## src/rtl/alu_pkg.sv

```systemverilog
// Shared definitions for the sequential execute unit and the ALU control decoder.
// The op codes live here so both ends use the same encodings.
package alu_pkg;

    localparam int unsigned XLEN_DEFAULT = 32;

    localparam logic [3:0] OP_AND = 4'b0000;
    localparam logic [3:0] OP_OR  = 4'b0001;
    localparam logic [3:0] OP_ADD = 4'b0010;
    localparam logic [3:0] OP_SUB = 4'b0110;
    localparam logic [3:0] OP_SLT = 4'b0111;
    localparam logic [3:0] OP_SRA = 4'b1000;
    localparam logic [3:0] OP_XOR = 4'b1100;
    localparam logic [3:0] OP_SLL = 4'b1101;
    localparam logic [3:0] OP_SRL = 4'b1110;

    typedef enum logic {
        IDLE,
        SHIFT
    } state_e;

    // An unknown op compares false here, so it falls through to the
    // single-cycle path where it is flagged illegal.
    function automatic logic is_shift_op(input logic [3:0] op);
        return (op == OP_SLL) || (op == OP_SRL) || (op == OP_SRA);
    endfunction

endpackage

```

## src/rtl/alu_seq_exec_if.sv

```systemverilog
// Request/response bundle between the sequencer (master) and the execute unit (slave).
interface alu_seq_exec_if
    import alu_pkg::*;
#(
    parameter int unsigned XLEN = XLEN_DEFAULT
);

    logic            start;
    logic [3:0]      alu_op;
    logic [XLEN-1:0] op_a;
    logic [XLEN-1:0] op_b;
    logic            busy;
    logic            done;
    logic [XLEN-1:0] result;
    logic            zero;
    logic            illegal;

    modport master (
        output start, alu_op, op_a, op_b,
        input  busy, done, result, zero, illegal
    );

    modport slave (
        input  start, alu_op, op_a, op_b,
        output busy, done, result, zero, illegal
    );

endinterface

```

## src/rtl/alu_seq_exec_alu_simple.sv

```systemverilog
// Single-cycle combinational datapath: ADD/SUB/AND/OR/XOR/SLT, anything else flagged illegal.
module alu_simple
    import alu_pkg::*;
#(
    parameter int unsigned XLEN = XLEN_DEFAULT
) (
    input  logic [3:0]      alu_op,
    input  logic [XLEN-1:0] op_a,
    input  logic [XLEN-1:0] op_b,
    output logic [XLEN-1:0] res,
    output logic            illegal
);

    always_comb begin
        res     = '0;
        illegal = 1'b0;
        case (alu_op)
            OP_ADD:  res = op_a + op_b;
            OP_SUB:  res = op_a - op_b;
            OP_AND:  res = op_a & op_b;
            OP_OR:   res = op_a | op_b;
            OP_XOR:  res = op_a ^ op_b;
            OP_SLT:  res = {{(XLEN-1){1'b0}}, ($signed(op_a) < $signed(op_b))};
            default: illegal = 1'b1;
        endcase
    end

endmodule

```

## src/rtl/alu_seq_exec.sv

```systemverilog
// Multi-cycle execute unit: logic/arith ops complete in one cycle,
// shifts iterate one bit per cycle under a start/busy/done handshake.
module alu_seq_exec
    import alu_pkg::*;
#(
    parameter int unsigned XLEN    = 32,
    parameter int unsigned SHAMT_W = 5
) (
    input  logic         clk,
    input  logic         rst_n,
    alu_seq_exec_if.slave bus
);

    state_e              state_q, state_d;
    logic [SHAMT_W-1:0]  cnt_q, cnt_d;
    logic [XLEN-1:0]     sh_q, sh_d;
    logic [3:0]          sop_q, sop_d;
    logic [XLEN-1:0]     result_q, result_d;
    logic                zero_q, zero_d;
    logic                illegal_q, illegal_d;
    logic                done_q, done_d;

    logic [XLEN-1:0]     simple_res;
    logic                simple_ill;
    logic [SHAMT_W-1:0]  shamt;
    logic [XLEN-1:0]     sh_next;

    alu_simple #(
        .XLEN(XLEN)
    ) u_alu_simple (
        .alu_op  (bus.alu_op),
        .op_a    (bus.op_a),
        .op_b    (bus.op_b),
        .res     (simple_res),
        .illegal (simple_ill)
    );

    function automatic logic [XLEN-1:0] shift_one(input logic [XLEN-1:0] v,
                                                  input logic [3:0]      op);
        case (op)
            OP_SLL:  return {v[XLEN-2:0], 1'b0};
            OP_SRL:  return {1'b0, v[XLEN-1:1]};
            default: return {v[XLEN-1], v[XLEN-1:1]};
        endcase
    endfunction

    assign shamt   = bus.op_b[SHAMT_W-1:0];
    assign sh_next = shift_one(sh_q, sop_q);

    always_comb begin
        state_d   = state_q;
        cnt_d     = cnt_q;
        sh_d      = sh_q;
        sop_d     = sop_q;
        result_d  = result_q;
        zero_d    = zero_q;
        illegal_d = illegal_q;
        done_d    = 1'b0;

        case (state_q)
            IDLE: begin
                if (bus.start) begin
                    if (is_shift_op(bus.alu_op)) begin
                        if (shamt == '0) begin
                            result_d  = bus.op_a;
                            zero_d    = (bus.op_a == '0);
                            illegal_d = 1'b0;
                            done_d    = 1'b1;
                        end else begin
                            state_d = SHIFT;
                            sh_d    = bus.op_a;
                            cnt_d   = shamt;
                            sop_d   = bus.alu_op;
                        end
                    end else begin
                        result_d  = simple_res;
                        zero_d    = (simple_res == '0);
                        illegal_d = simple_ill;
                        done_d    = 1'b1;
                    end
                end
            end

            SHIFT: begin
                sh_d  = sh_next;
                cnt_d = cnt_q - 1'b1;
                // Last step: write the shifted value straight to the result.
                if (cnt_q == SHAMT_W'(1)) begin
                    state_d   = IDLE;
                    result_d  = sh_next;
                    zero_d    = (sh_next == '0);
                    illegal_d = 1'b0;
                    done_d    = 1'b1;
                end
            end

            default: state_d = IDLE;
        endcase
    end

    always_ff @(posedge clk or negedge rst_n) begin
        if (!rst_n) begin
            state_q   <= IDLE;
            cnt_q     <= '0;
            sh_q      <= '0;
            sop_q     <= OP_SLL;
            result_q  <= '0;
            zero_q    <= 1'b1;
            illegal_q <= 1'b0;
            done_q    <= 1'b0;
        end else begin
            state_q   <= state_d;
            cnt_q     <= cnt_d;
            sh_q      <= sh_d;
            sop_q     <= sop_d;
            result_q  <= result_d;
            zero_q    <= zero_d;
            illegal_q <= illegal_d;
            done_q    <= done_d;
        end
    end

    assign bus.busy    = (state_q == SHIFT);
    assign bus.done    = done_q;
    assign bus.result  = result_q;
    assign bus.zero    = zero_q;
    assign bus.illegal = illegal_q;

endmodule
```

## src/flat_wrapper.sv

```systemverilog
// flat-port wrapper written by rule: the top's interface ports become plain ports
module alu_seq_exec_flat import alu_pkg::*;
#(
    parameter int unsigned XLEN    = 32,
    parameter int unsigned SHAMT_W = 5
)
  (clk, rst_n, bus_start, bus_alu_op, bus_op_a, bus_op_b, bus_busy, bus_done, bus_result, bus_zero, bus_illegal);
  alu_seq_exec_if #(.XLEN(XLEN)) bus_i ();
  input  logic clk;
  input  logic rst_n;
  input wire logic [$bits(bus_i.start)-1:0] bus_start;
  input wire logic [$bits(bus_i.alu_op)-1:0] bus_alu_op;
  input wire logic [$bits(bus_i.op_a)-1:0] bus_op_a;
  input wire logic [$bits(bus_i.op_b)-1:0] bus_op_b;
  output wire logic [$bits(bus_i.busy)-1:0] bus_busy;
  output wire logic [$bits(bus_i.done)-1:0] bus_done;
  output wire logic [$bits(bus_i.result)-1:0] bus_result;
  output wire logic [$bits(bus_i.zero)-1:0] bus_zero;
  output wire logic [$bits(bus_i.illegal)-1:0] bus_illegal;
  assign bus_i.start = bus_start;
  assign bus_i.alu_op = bus_alu_op;
  assign bus_i.op_a = bus_op_a;
  assign bus_i.op_b = bus_op_b;
  assign bus_busy = bus_i.busy;
  assign bus_done = bus_i.done;
  assign bus_result = bus_i.result;
  assign bus_zero = bus_i.zero;
  assign bus_illegal = bus_i.illegal;
  alu_seq_exec #(.XLEN(XLEN), .SHAMT_W(SHAMT_W)) u_core (.clk(clk), .rst_n(rst_n), .bus(bus_i));
endmodule
```

## config.mk

```make
export PLATFORM = sky130hd
export DESIGN_NAME = alu_seq_exec_flat
export DESIGN_NICKNAME = d
export VERILOG_FILES = /design/src/rtl/alu_pkg.sv /design/src/rtl/alu_seq_exec_if.sv /design/src/rtl/alu_seq_exec_alu_simple.sv /design/src/rtl/alu_seq_exec.sv /design/src/flat_wrapper.sv
export SDC_FILE = /design/constraint.sdc
export NUM_CORES = 1
export LEC_CHECK = 0
export BUFFER_PORTS_ARGS = -buffer_cell sky130_fd_sc_hd__buf_2
export CAP_MARGIN = 20
export CORE_MARGIN = 1
export CORE_UTILIZATION = 23
export CTS_CLUSTER_DIAMETER = 120
export DETAILED_ROUTE_END_ITERATION = 7
export HOLD_SLACK_MARGIN = 0.08
export PLACE_DENSITY = 0.46
export SETUP_SLACK_MARGIN = 0.05
export SYNTH_ARGS = -nofsm -noshare
export SYNTH_HDL_FRONTEND = slang
export SYNTH_HIERARCHICAL = 1
export SYNTH_SLANG_ARGS = --single-unit
```

## constraint.sdc

```tcl
create_clock -name clk -period 1.7 [get_ports clk]
set_input_delay 0.255 -clock clk [delete_from_list [all_inputs] [get_ports clk]]
set_output_delay 0.255 -clock clk [all_outputs]
set_load 0.02 [all_outputs]
```

Yosys cells after proc, flatten, opt, wreduce, memory -nomap -nowiden. Cells that the tools add are included.

Register bits: 77. Output and inout port bits: 36.

Add/subtract/negate cells: 3. $lt $le $gt $ge: 1. Equality and inequality tests: 16. Multiplexer cells: 36. Bitwise gates (word level): 5. Reductions and logical operators: 11.

Operators by type and width (number): $mux W32 (7); $pmux W32 S2 (3); $pmux W32 S6 (1); $logic_not A32 Y1 (3); $add A32 B32 Y32 (1); $and A32 B32 Y32 (1); $lt A32 B32 Y1 (1); $or A32 B32 Y32 (1); $sub A32 B32 Y32 (1); $xor A32 B32 Y32 (1); $eq A4 B4 Y1 const B (6); $mux W1 (17); $mux W5 (3); $pmux W5 S2 (1); $eq A4 B3 Y1 const B (2); $pmux W1 S2 (4); $ne A2 B2 Y1 const B (3); $reduce_and A3 Y1 (2); $reduce_or A6 Y1 (1); $eq A5 B1 Y1 const B (1); $logic_not A5 Y1 (1); $sub A5 B1 Y5 const B (1); $eq A4 B1 Y1 const B (1); $eq A4 B2 Y1 const B (1); 6 further kinds (8).

Logic depth before layout (Yosys ltp).
Word-level depth: 6. Depth in mapped cells: 17.

Modules after synthesis. The synthesis kept the hierarchy.

By module, submodules not included: alu_simple (instances 1, cells an instance 798, area an instance 5165.0 um^2, sequential area each 0.0 um^2); alu_seq_exec (instances 1, cells an instance 483, area an instance 4707.0 um^2, sequential area each 1931.9 um^2).

Worst setup path after synthesis. No wires, ideal clock.

Path type: input port to flip-flop. Start: in bus_op_a[0]. End: reg u_core.zero_q (netlist: u_core/bus.zero). Arrival: 3.476 ns. Required time: 1.623 ns. Path slack: -1.854 ns. Stages on the path: 17. Path buffers: 0. Cells stage by stage: inv_1 ha_1 fa_1 o21bai_2 o2111ai_2 a311oi_2 a221o_1 a21boi_1 o211a_1 o41ai_1 mux2i_1 o221ai_1 nor4_1 nand4_1 nor3_1 o21ai_1 a31oi_1.

Longest elaborated chain between the ends: 6. Elaborated cells between the ends (all ways): 13.

Ends and longest elaborated chain: from (decl) (RTL line flat_wrapper.sv:13) `input wire logic [$bits(bus_i.op_a)-1:0] bus_op_a;`; $sub A32 B32 Y32 or $add A32 B32 Y32 (tied branches) (RTL line alu_seq_exec_alu_simple.sv:19, alu_seq_exec_alu_simple.sv:18); $pmux W32 S6 * (RTL line alu_seq_exec_alu_simple.sv:17) `case (alu_op)`; net u_core.simple_res[26] (RTL line alu_seq_exec.sv:23) `logic [XLEN-1:0] simple_res;`; $logic_not A32 Y1 * (RTL line alu_seq_exec.sv:77) `zero_d = (simple_res == '0);`; $mux W1 * (RTL line alu_seq_exec.sv:63) `if (is_shift_op(bus.alu_op)) begin`; $mux W1 * (RTL line alu_seq_exec.sv:62) `if (bus.start) begin`; $pmux W1 S2 * (RTL line alu_seq_exec.sv:60) `case (state_q)`; to (signal assigned) (RTL line alu_seq_exec.sv:117) `zero_q <= zero_d;`; to (decl) (RTL line alu_seq_exec.sv:19) `logic zero_q, zero_d;`.

The timed path passes the listed nets; every way through them passes the cells marked *. The select of a mux whose other input is x is not followed. A chain may end at the register's enable or synchronous reset.

Worst setup path after layout.
Start: in bus_op_a[1]. End: reg u_core.result_q[2] (netlist: u_core/bus.result[2]).

Longest elaborated chain between the ends: 5. Elaborated cells between the ends (all ways): 6.

Ends and longest elaborated chain: $sub A32 B32 Y32 or $add A32 B32 Y32 (tied branches) (RTL line alu_seq_exec_alu_simple.sv:19, alu_seq_exec_alu_simple.sv:18); $pmux W32 S6 * (RTL line alu_seq_exec_alu_simple.sv:17); net u_core.simple_res[2] (RTL line alu_seq_exec.sv:23); $mux W32 * (RTL line alu_seq_exec.sv:63); $mux W32 * (RTL line alu_seq_exec.sv:62); $pmux W32 S2 * (RTL line alu_seq_exec.sv:60); to (signal assigned) (RTL line alu_seq_exec.sv:116) `result_q <= result_d;`; to (decl) (RTL line alu_seq_exec.sv:18) `logic [XLEN-1:0] result_q, result_d;`.

Marked as above.

==> results.md <==
- Synth area leaders: dfrtp_1 19%, ha_1 13%, mux2i_1 7.2%
- Gpl congestion: 0.919
- Crit Reg-Reg Startpoint: u_core/cnt_q[1]$_DFFE_PN0P_
- Static Leak: 0.00816 uW
- Core Util, Final: 39.6%
- Clock Sinks: 77
- Core Area: 42100 um^2
- Post-Syn Area: 9870 um^2
- Number of synthesized flops with an enable pin: 0
- Worst-Margin Slew: 653 ps
- Via density: 5.03
- Pwr/cell area: 893 nW/um^2
- Hold EP: u_core/sop_q[1]$_DFFE_PN0P_
- Post-detail-place hpwl: 35900 um
- Post-DRT Antenna Nets: 0
- Worst-path fanout max: 3
- Worst Hold Launch: bus_alu_op[1]
- Io pins: 107
- Port bufs: 106
- Nets: 1999
- Area growth, synth to finish: 69.2%
- Post-synthesis sequential area ratio: 19.6%
- Failing checks: setup timing
- Max_slew headroom: 56.0%
- Ant. Diodes: 0
- Reg2Reg Setup Slack: -20 ps
- Maxcap violations: 0
- Die area: 43800 um^2
- Drt drc: 0
- Initial core utilization: 23.4%
- Status: complete, but fails checks
- Skew final: 8.60 ps
- WHS Path Cells: 2
- CTS tree: done
- H-Tree Depth: 3
- Busiest grt layer: met2
- Die Wd: 209 um
- Vias in the first global route: 12186
- Max rail drop VDD: 0.671 mV
- Mean Syn Cell Area: 7.71 um^2
- Max-slew violations: 0
- Share of cells above drive strength 1: 46.4%
- Distinct cells, synth: 95
- First-pass GRT wire length: 70400 um
- Reg2reg path depth: 8
- CTS root buf: clkbuf_16
- Share of the synthesized area in the top cell type: 18.5%
- Routed length per instance: 19.4 um
- Initial antenna violation count: 0
- Met1 GRT Util: 27.0%
- Final Cell Area: 16700 um^2
- Min Tclk post-route: 3570 ps
- Crit Path Category: in2reg
- Gr usage total: 20.7%
- Reg-to-reg critical path endpoint: u_core/bus.result[17]$_DFFE_PN0P_
- # setup viols final: 56
- Final Cycle Share: 210%
- Clock slew at reported path FFs: 60 ps
- Met3 GRT Util: 2.27%
- Maximum clock rate: 280 MHz
- Num CTS Buffers: 9
- Area after DPL: 14400 um^2
- Type of origin of the critical path: input port
- Grt total ovfl: 0
- Primary FF master, synth: dfrtp_1
- Final hold violations: 0
- 1st-iter DRT viols: 850
- Largest net degree at the start of global routing: 66
- M2 GR Usage: 35.4%
- Post-route setup slack: -1870 ps
- Placement Rows: 75
- Worst hold path class: in2reg
- Yosys Warn Count: 6
- Syn nets: 1455
- First-pass detailed-route iteration total: 5
- Post-synth top area cell: dfrtp_1
- Die span in y: 209 um
- Number of synthesized register bits: 77
- Latest clock arrival within the worst-skew pair: 350 ps
- RSZ-0062 raised after global routing: true
- Post-synth ARST share: 100%
- Req. time, crit path: 1930 ps
- Via count: 11927
- CP endpoint kind: flip-flop
- Post-synthesis instance total: 1281
- DRT Wirelength: 46100 um
- Critical path arrival: 3800 ps
- CTS Buffer Depth: 2
-- metrics by stage --
step / std cells / hold WS [ps] / power [uW] / setup WS [ps] / setup TNS [ps]
after global placement: 2280 / 254 / 11300 / -2550 / -78310
after CTS: 2359 / 170 / 14500 / -1880 / -42470
after detailed placement: 2280 / 260 / 11300 / -2580 / -80500
after global routing: 2369 / 156 / 15900 / -1980 / -49130
final: 2369 / 170 / 14900 / -1870 / -44670
after floorplan: 1281 / -40.6 / 7950 / -1580 / -32830
-- worst max-delay path, cell delays in order --
cell and delay (ps):
buf_8 80, clkinvlp_4 130, fa_2 450, buf_4 150
buf_6 110, buf_6 100, buf_6 100, buf_6 100
buf_6 110, buf_6 100, buf_6 100, buf_6 100
buf_6 100, buf_6 100, buf_6 100, buf_6 100
buf_6 100, nand2_1 40, o21ai_1 50, o21ai_1 210
o211ai_1 200, buf_4 180, buf_4 120, buf_4 120
mux2_4 260, o21ai_2 130, mux2i_1 80
-- where the power goes --
group	internal, uW	switching, uW	total (uW)	leakage, uW
logic	4320	4930	9250	0.00714
registers	2750	767	3510	0.000850
clock network	1360	784	2150	0.000163
-- how the worst max path moves through the flow --
| stage | startpoint | to | slack (ps) | cells after the start |
|---|---|---|---|---|
| after global routing | bus_op_a[1] | u_core/bus.zero$_DFFE_PN1P_ | -1980 | 27 |
| after global placement | bus_op_a[1] | u_core/bus.zero$_DFFE_PN1P_ | -2550 | 18 |
| after floorplan | bus_op_a[0] | u_core/bus.zero$_DFFE_PN1P_ | -1580 | 17 |
| after detailed placement | bus_op_a[1] | u_core/bus.zero$_DFFE_PN1P_ | -2580 | 18 |
| final | bus_op_a[1] | u_core/bus.result[2]$_DFFE_PN0P_ | -1870 | 27 |
| after CTS | bus_op_a[0] | u_core/bus.zero$_DFFE_PN1P_ | -1880 | 19 |
-- routing by layer --
layer	wire, um	vias to the layer above
met5	0	-
met4	1500	0
met3	2180	69
met2	22200	384
met1	20100	5754
li1	-	5720
-- cell usage after synthesis (5+ instances only) --
master	instances
a211oi_1	6
a21boi_1	31
a21o_1	15
a21oi_1	89
a221o_1	7
a221oi_1	10
a31oi_1	13
and3_1	6
buf_2	5
buf_4	6
clkbuf_1	53
dfrtp_1	73
ha_1	101
inv_1	137
mux2_1	22
mux2_2	17
mux2i_1	71
nand2_1	129
nand2b_1	11
nand3_1	45
nand4_1	14
nor2_1	81
nor3_1	29
nor3b_1	5
nor4_1	33
o2111ai_1	5
o211ai_1	18
o21a_1	5
o21ai_0	82
o21ai_1	9
o21bai_1	7
o221ai_1	9
o22ai_1	11
o31ai_1	11
o41ai_1	5
-- flip-flops by register name, indices dropped and copies added (netlist names) --
register	cells
u_core/bus.zero	1
u_core/bus.done	1
u_core/bus.result	32
u_core/bus.illegal	1
u_core/cnt_q	5
u_core/sop_q	4
u_core/bus.busy	1
u_core/sh_q	32
-- cell families after synthesis --
kind of cell               count (synthesis)  share of synthesized area [%]
AOI/OAI and AO/OA                        391                           27.3
xor gates and xnor gates                   4                          0.355
adders and majority gates                103                           13.2
buffers and inverters                    214                           9.43
DFF                                       77                           19.6
muxes                                    110                           11.6
and+or+nand+nor                          382                           18.5
-- layout make-up --
cell class | instances | area (um^2)
Tap cell | 539 | 674
Fill cell | 4293 | 25400
Clock inverter | 4 | 70.1
Inverter | 140 | 567
Sequential cell | 77 | 1930
Multi-Input combinational cell | 990 | 8280
Clock buffer | 12 | 256
Timing Repair Buffer | 607 | 4920
-- what timing repair did --
| action | CTS | global route |
|---|---|---|
| hold buffers | 1 | 0 |
| setup endpoints to repair | 74 | 75 |
| buffers inserted | 62 | 24 |
| endpoints found under the hold margin | 26 | 0 |
| resized for setup | 245 | 68 |
| gates cloned | 6 | 1 |
| pin swaps | 91 | 80 |
-- cells in the final DEF, fill, tap and decap left out, types with 25 or more instances in the layout --
cell / Yosys / final
nand2_1: 129 / 126
a21boi_1: 31 / 31
buf_4: 6 / 422
nor2_1: 81 / 75
o21ai_0: 82 / 35
inv_1: 137 / 126
o21ai_2: 1 / 28
nand3_1: 45 / 43
dfrtp_1: 73 / 72
buf_6: 0 / 64
nor4_1: 33 / 25
ha_1: 101 / 91
a21oi_1: 89 / 74
mux2_4: 0 / 33
mux2i_1: 71 / 65
buf_2: 5 / 93
(Power assumes the default switching activity.)
